[config.mk]
export PLATFORM = sky130hd
export DESIGN_NAME = pwm_cmd_shaper
export DESIGN_NICKNAME = d
export VERILOG_FILES = /design/src/rtl/pwm_cmd_shaper.sv
export SDC_FILE = /design/constraint.sdc
export NUM_CORES = 1
export LEC_CHECK = 0
export CAP_MARGIN = 5
export CORE_MARGIN = 2
export CORE_UTILIZATION = 55
export CTS_CLUSTER_DIAMETER = 80
export DETAILED_ROUTE_END_ITERATION = 10
export HOLD_SLACK_MARGIN = 0.06
export PLACE_DENSITY = 0.87
export SETUP_SLACK_MARGIN = 0.1
export SLEW_MARGIN = 5
export SYNTH_ARGS = -nofsm -noshare
export SYNTH_HDL_FRONTEND = slang
export SYNTH_SLANG_ARGS = --single-unit
[constraint.sdc]
create_clock -name clk -period 12.1 [get_ports clk]
set_input_delay 1.21 -clock clk [delete_from_list [all_inputs] [get_ports clk]]
set_output_delay 1.21 -clock clk [all_outputs]
set_load 0.05 [all_outputs]
[src/rtl/pwm_cmd_shaper.sv]
// pwm_cmd_shaper
//   Per-axis command conditioner between the SPI slave command register and
//   the steering PWM stage. Resynchronises the SPI-domain toggle, clamps the
//   signed command to +/-MAX_MAG, slew-limits the output by STEP per prescaler
//   tick, forces a zero-hold deadtime before any sign reversal, and ramps to
//   zero when the host stops sending commands.
//
// Ports
//   clk         system clock
//   rst         synchronous reset, active high
//   cmd_in      signed target from the SPI slave (stable around toggle edges)
//   cmd_toggle  SPI-domain toggle, each level change marks a new cmd_in
//   cmd_out     signed shaped command to the steering stage
//   at_target   cmd_out equals target and the shaper is in RUN
//   zero_hold   high while the reversal deadtime is running
//   wdt_expired command watchdog tripped; cleared by the next command
module pwm_cmd_shaper #(
  parameter int DATA_WIDTH = 16,
  parameter int MAX_MAG    = 2047,
  parameter int STEP       = 16,
  parameter int STEP_DIV   = 1000,
  parameter int DEADTIME   = 50_000,
  parameter int WDT_CYCLES = 5_000_000
) (
  input  logic                         clk,
  input  logic                         rst,
  input  logic signed [DATA_WIDTH-1:0] cmd_in,
  input  logic                         cmd_toggle,
  output logic signed [DATA_WIDTH-1:0] cmd_out,
  output logic                         at_target,
  output logic                         zero_hold,
  output logic                         wdt_expired
);

  localparam int XW = DATA_WIDTH + 1;
  localparam int PW = $clog2(STEP_DIV + 1);
  localparam int DW = $clog2(DEADTIME + 1);
  localparam int WW = $clog2(WDT_CYCLES + 1);

  localparam logic [PW-1:0] PSC_LAST = PW'(STEP_DIV - 1);
  localparam logic [DW-1:0] DT_LAST  = DW'(DEADTIME - 1);
  localparam logic [WW-1:0] WDT_TRIP = WW'(WDT_CYCLES - 2);
  localparam logic [WW-1:0] WDT_SAT  = WW'(WDT_CYCLES - 1);

  localparam logic signed [DATA_WIDTH-1:0] MAX_D  = DATA_WIDTH'(MAX_MAG);
  localparam logic signed [DATA_WIDTH-1:0] NEG_D  = DATA_WIDTH'(-MAX_MAG);
  localparam logic signed [DATA_WIDTH-1:0] STEP_D = DATA_WIDTH'(STEP);
  localparam logic signed [XW-1:0]         STEP_X = XW'(STEP);

  typedef enum logic {RUN, HOLD} state_t;

  state_t                         state;
  logic                           s1, s2, s3;
  logic [PW-1:0]                  psc;
  logic [DW-1:0]                  dt_cnt;
  logic [WW-1:0]                  wdt_cnt;
  logic signed [DATA_WIDTH-1:0]   target;

  logic                           tog_edge;
  logic                           tick;
  logic signed [DATA_WIDTH-1:0]   clamp_val;
  logic signed [XW-1:0]           out_x, tgt_x, diff, diff_mag;
  logic signed [DATA_WIDTH-1:0]   out_mag;
  logic                           reversal;
  logic signed [DATA_WIDTH-1:0]   run_next;
  logic                           run_hold;

  assign tog_edge  = s2 ^ s3;
  assign tick      = (psc == PSC_LAST);
  assign at_target = (state == RUN) && (cmd_out == target);

  // Clamp compares in DATA_WIDTH: the bounds are representable, so no
  // widening is needed for the comparison itself.
  assign clamp_val = (cmd_in > MAX_D) ? MAX_D :
                     (cmd_in < NEG_D) ? NEG_D : cmd_in;

  // target - cmd_out can span 2*MAX_MAG, so take it one bit wider.
  assign out_x    = {cmd_out[DATA_WIDTH-1], cmd_out};
  assign tgt_x    = {target[DATA_WIDTH-1], target};
  assign diff     = tgt_x - out_x;
  assign diff_mag = diff[XW-1] ? -diff : diff;
  assign out_mag  = cmd_out[DATA_WIDTH-1] ? -cmd_out : cmd_out;

  // A zero target is never a reversal: decaying to zero needs no deadtime.
  assign reversal = (cmd_out != '0) && (target != '0) &&
                    (cmd_out[DATA_WIDTH-1] != target[DATA_WIDTH-1]);

  // Output value for a tick in RUN. During a reversal the output is walked
  // to zero first, and the final step into zero arms the deadtime.
  always_comb begin
    run_next = cmd_out;
    run_hold = 1'b0;
    if (reversal) begin
      if (out_mag <= STEP_D) begin
        run_next = '0;
        run_hold = 1'b1;
      end else begin
        run_next = cmd_out[DATA_WIDTH-1] ? cmd_out + STEP_D : cmd_out - STEP_D;
      end
    end else if (diff_mag <= STEP_X) begin
      run_next = target;
    end else begin
      run_next = diff[XW-1] ? cmd_out - STEP_D : cmd_out + STEP_D;
    end
  end

  always_ff @(posedge clk) begin
    if (rst) begin
      state       <= RUN;
      cmd_out     <= '0;
      target      <= '0;
      psc         <= '0;
      dt_cnt      <= '0;
      wdt_cnt     <= '0;
      zero_hold   <= 1'b0;
      wdt_expired <= 1'b0;
      s1          <= 1'b0;
      s2          <= 1'b0;
      s3          <= 1'b0;
    end else begin
      s1 <= cmd_toggle;
      s2 <= s1;
      s3 <= s2;

      psc <= tick ? '0 : psc + 1'b1;

      // A fresh command always beats a watchdog trip in the same cycle.
      if (tog_edge) begin
        target      <= clamp_val;
        wdt_cnt     <= '0;
        wdt_expired <= 1'b0;
      end else begin
        if (wdt_cnt != WDT_SAT) wdt_cnt <= wdt_cnt + 1'b1;
        if (wdt_cnt == WDT_TRIP) begin
          wdt_expired <= 1'b1;
          target      <= '0;
        end
      end

      case (state)
        RUN: begin
          if (tick) begin
            cmd_out <= run_next;
            if (run_hold) begin
              state     <= HOLD;
              zero_hold <= 1'b1;
              dt_cnt    <= '0;
            end
          end
        end
        HOLD: begin
          // Fixed-length hold; target changes meanwhile are only latched.
          if (dt_cnt == DT_LAST) begin
            state     <= RUN;
            zero_hold <= 1'b0;
          end else begin
            dt_cnt <= dt_cnt + 1'b1;
          end
        end
        default: state <= RUN;
      endcase
    end
  end

endmodule

==> flow_metrics.tcl, run 1 <==
set metrics [dict create \
    crit_required_ns 12.35 \
    synth_cell_type_count 83 \
    globalRouteMet2Util_pct 42.61 \
    critPathArrivalTime_ns 5.14 \
    grt_max_degree 37 \
    drc 0 \
    die_y_um 112.4 \
    swShare_pct 29.96 \
    p_sw_uw 250.5 \
    yosysSeqAreaShare_pct 26.94 \
    wl_um 17140 \
    fin_skew_ns 0.008109 \
    grt_pass1_vias 5999 \
    cts_hold_buf 0 \
    grt_use_met3_pct 5.130 \
    period_share_pct 40.36 \
    worst_skew_pair.late_latency_ns 0.34 \
    ys.flop_type "dfxtp_1" \
    drive_above_1_share_pct 5.855 \
    area_delta_synth_final_pct 10.18 \
    gp_congestion 0.9798 \
    drtIter0Drc 685 \
    async_reset_ff_share_pct 0 \
    root_buffer "clkbuf_16" \
    ios 38 \
    start_util_pct 56.38 \
    met1_usage_pct 36.46 \
    p_per_area_nw_per_um2 117.3 \
    cp_max_fo 16 \
    seq_power_share_pct 35.6 \
    grt_overflow 0 \
    crit_top_cell "a21oi_1" \
    p_leak_nw 2.688 \
    grt_pass1_wl_um 28540 \
    grt.busiest_layer "met2" \
    cap_violations 0 \
    rsz0062_at_grt "no" \
    clkTransAtPathRegs_ns 0.07 \
    ctsLongestPathBuffers 2 \
    slew_violations 0 \
    instances_no_fill 1014 \
    nets 911 \
    cp_top_family "compound AO/OA/AOI/OAI gates" \
    worstMarginPinSlew_ns 1.022 \
    die_x_um 112.4 \
    slowest_stage "a21oi_1" \
    tns_ns 0 \
    synth_edf_count 0 \
    finalSetupViolCount 0 \
    portBuffers 37 \
    netlist_instances 858 \
    yosysTopAreaCell "dfxtp_1" \
    min-delay-path-class "flip-flop to flip-flop" \
    placed_cells 998 \
    diodes 0 \
    critPathKind "flip-flop to flip-flop" \
    cts_tree "built" \
    routed_via_density 6.451 \
    rows 39 \
    ctsResizeCount 0 \
    wire_per_inst_um 16.90 \
    cts_sinks 87 \
    grt_antenna_before_repair 0 \
    num_vias 6541 \
    slew_headroom_pct 31.30 \
    internal-power_uw 585.4 \
    die_area_um2 12640 \
    ys_seq_elements 87 \
    drtPass1Iterations 6 \
    timing.final.crit_period_ns 4.884 \
    ant_nets 0 \
    fp.coreArea_um2 11470 \
    syn_area_um2 6465 \
    yosysTopAreaCellShare_pct 26.94 \
    fmax_ghz 0.2048 \
    cts_htree_levels 3 \
    cp_num_buf_inv 1 \
    cp_cell_sequence "inv_1, ha_1, o211a_1, a21bo_2, a21oi_1, o2111ai_1, a32o_1, a211oi_2, a22oi_1, a311oi_1, nand4_1, a21oi_1, a21oi_1, o31ai_1" \
    slowest_delay_ns 0.66 \
    hpwl_um 12410 \
    pwr-share-comb_pct 26.2 \
    fillers 950 \
    hold_viol 0 \
    ir_drop_mv 0.07993 \
    post_cts_buffers 0 \
    synth.avg_cell_area_um2 7.535 \
    yosys_warnings 0 \
    crit_path_end_kind "flip-flop" \
    grt_usage_pct 26.99 \
    numCtsBuffers 9 \
    postSynthNetCount 903 \
    clockPowerShare_pct 38.2 \
    critical_path.startpoint_type "flip-flop" \
    status "finished clean" \
    ys_top_cells_by_area "dfxtp_1, nor2_1, nand2_1, a21oi_1, ha_1" \
]
[cells by family (layout without fill, tap and decap cells)]
logic type / count (synthesis) / after routing / synth area share, %
adders and majority gates: 26 / 26 / 5.148
buffers and inverters: 77 / 90 / 6.096
muxes: 11 / 11 / 1.742
and+or+nand+nor: 378 / 378 / 29.38
AOI/OAI and AO/OA: 227 / 227 / 23.53
xor gates and xnor gates: 52 / 52 / 7.161
DFF: 87 / 87 / 26.94
[flip-flops by register name, indices dropped and copies added (netlist names)]
register	flops
wdt_cnt	23
wdt_expired	1
target	16
s2	1
dt_cnt	16
state	1
cmd_out	16
s1	1
s3	1
zero_hold	1
psc	10
[power by group through the flow]
stage                     Combinational [mW]  Sequential (mW)  Clock [mW]
after floorplan                        0.173            0.301           0
after global placement                 0.208            0.303           0
after detailed placement               0.212            0.303           0
after CTS                              0.213            0.297       0.322
after global routing                   0.240            0.298       0.332
final                                  0.219            0.297       0.320
[Yosys cell counts (all sizes together) (13+ instances only)]
cell,number
or3,14
nor2b,17
clkbuf,32
nor2,100
a31oi,17
inv,29
xnor2,21
nor3,24
nand3,28
nand2,94
buf,13
and3,15
dfxtp,87
a21oi,64
nand4,22
xor2,31
o21ai,49
ha,25
nor4,22
[area by class of cell]
type	count	area [um2]	area share, %
inverter	32	120.1	1.686
clock inverter	6	116.4	1.634
multi-input combinational	694	4329	60.78
clock buffer	10	229.0	3.214
sequential	87	1742	24.45
timing repair buffer	42	407.9	5.726
tap	143	178.9	2.512
[metal layers]
layer,vias up,wire [um]
li1,3152,-
met1,2985,7336
met2,356,7607
met3,48,1657
met4,0,540
met5,-,0
[per-stage QoR]
step                      setup slack (ns)  hold slack, ns  total power, mW  utilization, %  instance area (um2)
after CTS                            7.340          0.4608           0.8322           62.12                 7123
after global placement               7.463          0.4211           0.5110           59.11                 6778
after floorplan                      7.473          0.4138           0.4744               -                 6465
final                                7.216          0.4552           0.8359           62.12                 7123
after global routing                 6.912          0.4772           0.8697           62.12                 7123
after detailed placement             7.369          0.4383           0.5151           59.11                 6778
[cells in the final DEF, fill, tap and decap left out, drive strengths merged, types with 5 or more instances in the layout]
cell and instances:
mux2i 9, a21oi 64, or4 8, and3 15
a31oi 17, a22o 7, nand2 94, clkinv 5
a2bb2oi 6, o211ai 6, ha 25, clkdlybuf4s50 37
buf 5, nand2b 6, and2 6, xor2 31
nand4 22, a21o 8, dfxtp 87, o31ai 7
a211oi 10, nand3 28, nor4 22, inv 30
clkbuf 10, or3 14, o21ai 49, nor2b 17
nor2 100, nor3 24, o21a 5, xnor2 21
[final timing paths]
kind | slack, ns | to | start | cells past startpoint
max reg2reg | 7.22 | cmd_out[4] | cmd_out[4] | 14
max | 7.22 | cmd_out[4] | cmd_out[4] | 14
min reg2reg | 0.46 | psc[0] | psc[0] | 1
min | 0.46 | psc[0] | psc[0] | 1
Note: power is estimated with default switching activity, not from simulation.
==> run 2: changes to the inputs <==
--- a/config.mk
+++ b/config.mk
@@ -11,7 +11,7 @@
 export CTS_CLUSTER_DIAMETER = 80
 export DETAILED_ROUTE_END_ITERATION = 10
 export HOLD_SLACK_MARGIN = 0.06
-export PLACE_DENSITY = 0.87
+export PLACE_DENSITY = 0.89
 export SETUP_SLACK_MARGIN = 0.1
 export SLEW_MARGIN = 5
 export SYNTH_ARGS = -nofsm -noshare
==> constraint.sdc (replaced) <==
create_clock -name clk -period 4.35 [get_ports clk]
set_input_delay 0.435 -clock clk [delete_from_list [all_inputs] [get_ports clk]]
set_output_delay 0.435 -clock clk [all_outputs]
set_load 0.05 [all_outputs]
==> run 2 against run 1 <==
Global-route usage is 0.92 points higher. Hold slack worse by 0.015 ns. Non-clock buffer count is 18 higher. Utilization is 1.5 points higher. Count of clock-buffer cells in the layout is 1 lower. Largest cell class unchanged.
==> flow_metrics.tcl, run 2 (synthesis results as in run 1) <==
set metrics [dict create \
    fin_skew_ns 0.009831 \
    rr_endpoint "cmd_out[10]" \
    cap_violations 0 \
    fmax_ghz 0.2447 \
    min_to "s2" \
    slowest_delay_ns 0.52 \
    ir_drop_mv 0.3215 \
    worst_skew_pair.late_latency_ns 0.35 \
    drive_above_1_share_pct 9.449 \
    slew_headroom_pct 32.51 \
    mostFrequentLayoutCells "nor2_1, nand2_1, dfxtp_1, a21oi_1, o21ai_0" \
    clkTransAtPathRegs_ns 0.07 \
    cp_max_fo 6 \
    utilization_pct 63.66 \
    status "finished clean" \
    top_register "wdt_cnt" \
    worstMarginPinSlew_ns 1.003 \
    largest_reg_flops 23 \
    nets 929 \
    tns_ns 0 \
    grt_overflow 0 \
    cp_cell_sequence "inv_1, ha_1, fa_1, nand2b_1, a21bo_2, a21oi_1, a211oi_1, xor2_1, and3b_1, nand3_1, o2111a_2, and4_1, or4_1, a32o_1, a31oi_1" \
    timing.final.crit_period_ns 4.086 \
    fp.coreArea_um2 11470 \
    grt_antenna_before_repair 0 \
    rsz0062_at_grt "yes" \
    drtPass1Iterations 5 \
    reg2reg_depth 15 \
    hold_viol 0 \
    grt_pass1_wl_um 29320 \
    grt_max_degree 37 \
    portBuffers 37 \
    hold_depth 1 \
    finalSetupViolCount 0 \
    critPathKind "flip-flop to flip-flop" \
    routed_via_density 6.509 \
    critPathArrivalTime_ns 4.36 \
    cts_tree "built" \
    ctsLongestPathBuffers 2 \
    ios 38 \
    diodes 0 \
    layout_commonest_cell "nor2_1" \
    drtIter0Drc 731 \
    cts_htree_levels 3 \
    die_area_um2 12640 \
    die_y_um 112.4 \
    wire_per_inst_um 17.41 \
    root_buffer "clkbuf_16" \
    fillers 907 \
    ant_nets 0 \
    period_share_pct 93.93 \
    p_leak_nw 2.769 \
    seq_area_um2 1745 \
    min-delay-path-class "flip-flop to flip-flop" \
    hold_start "s1" \
    slew_violations 0 \
    grt_pass1_vias 6008 \
    rows 39 \
    num_vias 6717 \
    grt_usage_pct 27.90 \
    wl_um 17960 \
    multi_input_comb_area_um2 4393 \
    reg2reg_slack_ns 0.26 \
    crit_required_ns 4.62 \
    start_util_pct 56.38 \
    die_x_um 112.4 \
    crit_path_end_kind "flip-flop" \
    area_delta_synth_final_pct 12.91 \
    gp_congestion 1.052 \
    cts_sinks 87 \
    slowest_stage "or4_1" \
    numCtsBuffers 9 \
    p_per_area_nw_per_um2 311.8 \
    critical_path.startpoint_type "flip-flop" \
    hpwl_um 12280 \
    timing.rr.start "target[0]" \
    drc 0 \
]
[run 2: area by class of cell]
type                       count  share of cell area [%]
multi-input combinational    694                   60.18
tap                          143                   2.451
clock buffer                   9                   3.085
sequential                    87                   23.91
timing repair buffer          60                   7.439
clock inverter                 7                   1.234
inverter                      32                   1.697
[run 2: repair_timing]
action / 4_1_cts / 5_1_grt
gates resized for setup: 0 / 16
setup endpoints to repair: 0 / 18
setup buffers: 0 / 2
hold buffers: 0 / 0
[run 2: worst max-delay path: cells and delay by family (launching register included)]
kind                     cells  cell delay [ns]
adder cells (fa/ha/maj)      2             0.60
flip-flops                   1             0.36
buffers and inverters        1             0.06
AO/OA/AOI/OAI                6             1.37
XOR/XNOR                     1             0.25
AND/OR/NAND/NOR              5             1.37
[run 2: worst max-delay path by stage]
stage | from | to | slack [ns]
after floorplan | cmd_out[13] | cmd_out[10] | 0.11
after CTS | cmd_out[6] | cmd_out[10] | 0.21
after detailed placement | cmd_out[6] | cmd_out[10] | 0.26
final | target[0] | cmd_out[10] | 0.26
after global placement | target[0] | cmd_out[7] | 0.41
after global routing | target[0] | cmd_out[10] | 0.12
[run 2: routing by layer]
| metal | global-route usage [%] | up-vias | routed length [um] |
|---|---|---|---|
| li1 | - | 3188 | - |
| met1 | 38.39 | 3086 | 7644 |
| met2 | 42.81 | 373 | 7906 |
| met3 | 6.479 | 70 | 1904 |
| met4 | 10.41 | 0 | 506 |
| met5 | 0 | - | 0 |
[run 2: through the flow]
stage	hold slack, ns	cell area [um2]	setup slack, ns	cells	power (mW)
after CTS	0.4463	7214	0.2089	1030	2.232
after detailed placement	0.4310	6899	0.2626	1014	1.433
final	0.4404	7300	0.2641	1032	2.276
after global placement	0.4169	6899	0.4057	1014	1.423
after global routing	0.4877	7300	0.1183	1032	2.369
after floorplan	0.4138	6466	0.1053	858	1.320
[run 2: report_power, final]
group | leakage [nW] | internal, mW | switching (mW) | total [mW]
clock | 0.147 | 0.458 | 0.353 | 0.812
combinational | 1.92 | 0.270 | 0.367 | 0.637
sequential | 0.705 | 0.810 | 0.0177 | 0.828
total | 2.77 | 1.54 | 0.738 | 2.28
==> run 3: changes to the inputs <==
--- a/config.mk
+++ b/config.mk
@@ -8,11 +8,10 @@
 export CAP_MARGIN = 5
 export CORE_MARGIN = 2
 export CORE_UTILIZATION = 55
-export CTS_CLUSTER_DIAMETER = 80
+export CTS_CLUSTER_DIAMETER = 30
 export DETAILED_ROUTE_END_ITERATION = 10
 export HOLD_SLACK_MARGIN = 0.06
 export PLACE_DENSITY = 0.89
-export SETUP_SLACK_MARGIN = 0.1
 export SLEW_MARGIN = 5
 export SYNTH_ARGS = -nofsm -noshare
 export SYNTH_HDL_FRONTEND = slang
==> run 3 against run 2 <==
Sequential power is essentially flat. Die area is the same. Global-route usage shrank 0.86 points. Sequential cell count is the same. Clock skew shrank 0.0033 ns. Final area shrank 0.94%. Final cell count is essentially flat. Count of clock-buffer cells in the layout grew 1.
==> flow_metrics.tcl, run 3 (synthesis results as in run 1) <==
set metrics [dict create \
    status "finished clean" \
    rsz0062_at_grt "yes" \
    portBuffers 37 \
    cts_sinks 87 \
    ios 38 \
    crit_path_end_kind "flip-flop" \
    drive_above_1_share_pct 8.324 \
    num_vias 6538 \
    grt_pass1_vias 5961 \
    fin_skew_ns 0.006488 \
    numCtsBuffers 9 \
    finalSetupViolCount 0 \
    crit_required_ns 4.60 \
    min-delay-path-class "flip-flop to flip-flop" \
    hold_viol 0 \
    wire_per_inst_um 16.75 \
    grt_usage_pct 27.04 \
    critPathKind "flip-flop to flip-flop" \
    critPathArrivalTime_ns 4.41 \
    hpwl_um 12580 \
    cp_cell_sequence "inv_1, ha_1, fa_1, nand2b_1, a21bo_2, a21oi_1, o2111ai_1, a32oi_1, nor2_1, a32oi_1, a311oi_1, and4_1, or4_1, a22o_1, a31oi_1" \
    worst_skew_pair.late_latency_ns 0.34 \
    fillers 954 \
    die_y_um 112.4 \
    slew_headroom_pct 33.35 \
    nets 929 \
    utilization_pct 63.06 \
    p_leak_nw 2.753 \
    grt_overflow 0 \
    cp_max_fo 6 \
    period_share_pct 95.54 \
    ir_drop_mv 0.2350 \
    fin_area_um2 7231 \
    cts_hold_buf 0 \
    cts_tree "built" \
    post_cts_buffers 0 \
    top_register "wdt_cnt" \
    ctsLongestPathBuffers 2 \
    area_delta_synth_final_pct 11.84 \
    die_x_um 112.4 \
    gp_congestion 1.017 \
    cap_violations 0 \
    timing.final.crit_period_ns 4.156 \
    ant_nets 0 \
    largest_reg_flops 23 \
    slowest_stage "a32oi_1" \
    critical_path.startpoint_type "flip-flop" \
    slowest_delay_ns 0.53 \
    routed_via_density 6.329 \
    slew_violations 0 \
    grt_antenna_before_repair 0 \
    fp.coreArea_um2 11470 \
    drc 0 \
    grt_pass1_wl_um 28560 \
    die_area_um2 12640 \
    mostFrequentLayoutCells "nor2_1, nand2_1, dfxtp_1, a21oi_1, o21ai_0" \
    root_buffer "clkbuf_16" \
    drtPass1Iterations 6 \
    cp_top_family "compound AO/OA/AOI/OAI gates" \
    rows 39 \
    wl_um 17310 \
    worstMarginPinSlew_ns 0.9961 \
    dpl_cell_area_um2 6913 \
    grt_max_degree 36 \
    fmax_ghz 0.2406 \
    cp_num_buf_inv 1 \
    drtIter0Drc 622 \
    cts_htree_levels 3 \
    clkTransAtPathRegs_ns 0.06 \
    layout_commonest_cell "nor2_1" \
    crit_top_cell "a32oi_1" \
    p_per_area_nw_per_um2 306.0 \
    start_util_pct 56.38 \
]
==> run 3: cell types whose count changed in the layout (fill, tap and decap cells not counted), moves of 2 or more <==
cell	before	now
dfxtp_1	84	86
dfxtp_2	3	1
a311oi_2	2	0
a21oi_1	61	63
a21oi_2	3	1
a311oi_1	2	4
==> run 3: layer usage <==
metal | wire length (um) | global-route usage (%)
met4 | 389 | 8.455
met3 | 1728 | 6.425
met2 | 7730 | 42.93
met5 | 0 | 0
met1 | 7458 | 36.59
==> run 3: final timing paths <==
| path | start | endpoint | slack [ns] | cells after the start |
|---|---|---|---|---|
| hold reg to reg | s1 | s2 | 0.45 | 1 |
| setup reg to reg | target[0] | cmd_out[14] | 0.19 | 15 |
| hold / removal | s1 | s2 | 0.45 | 1 |
| setup / recovery | target[0] | cmd_out[14] | 0.19 | 15 |
==> run 3: where the power goes <==
part,switching [mW],total (mW),internal (mW),leakage (nW)
combinational,0.353,0.612,0.259,1.91
clock,0.324,0.772,0.448,0.139
sequential,0.0175,0.828,0.810,0.704
total,0.695,2.21,1.52,2.75
==> run 3: layout make-up <==
cell class | count | area [um2] | area share, %
flip-flops and latches | 87 | 1743 | 24.10
clock inverters | 6 | 67.56 | 0.9344
multi-input cells | 694 | 4343 | 60.06
well taps | 143 | 178.9 | 2.474
inverters | 32 | 123.9 | 1.713
diodes | 1 | 2.502 | 0.03461
clock buffers | 10 | 229.0 | 3.167
repair buffers | 60 | 543.0 | 7.510
==> run 3: timing repair <==
| item | 4_1_cts | 5_1_grt |
|---|---|---|
| setup endpoints to repair | 0 | 14 |
| endpoints found under the hold margin | 0 | 0 |
| resized for setup | 0 | 5 |
==> run 3: metrics by stage <==
step / TNS, ns / power (mW) / cells / hold slack [ns] / setup WS, ns
finish: 0 / 2.212 / 1033 / 0.4451 / 0.1941
global route: -0.03787 / 2.302 / 1032 / 0.4829 / -0.02658
CTS: 0 / 2.200 / 1032 / 0.4485 / 0.1873
detailed placement: 0 / 1.436 / 1016 / 0.4327 / 0.2459
global placement: 0 / 1.423 / 1016 / 0.4183 / 0.3518
floorplan: 0 / 1.320 / 858 / 0.4138 / 0.02358
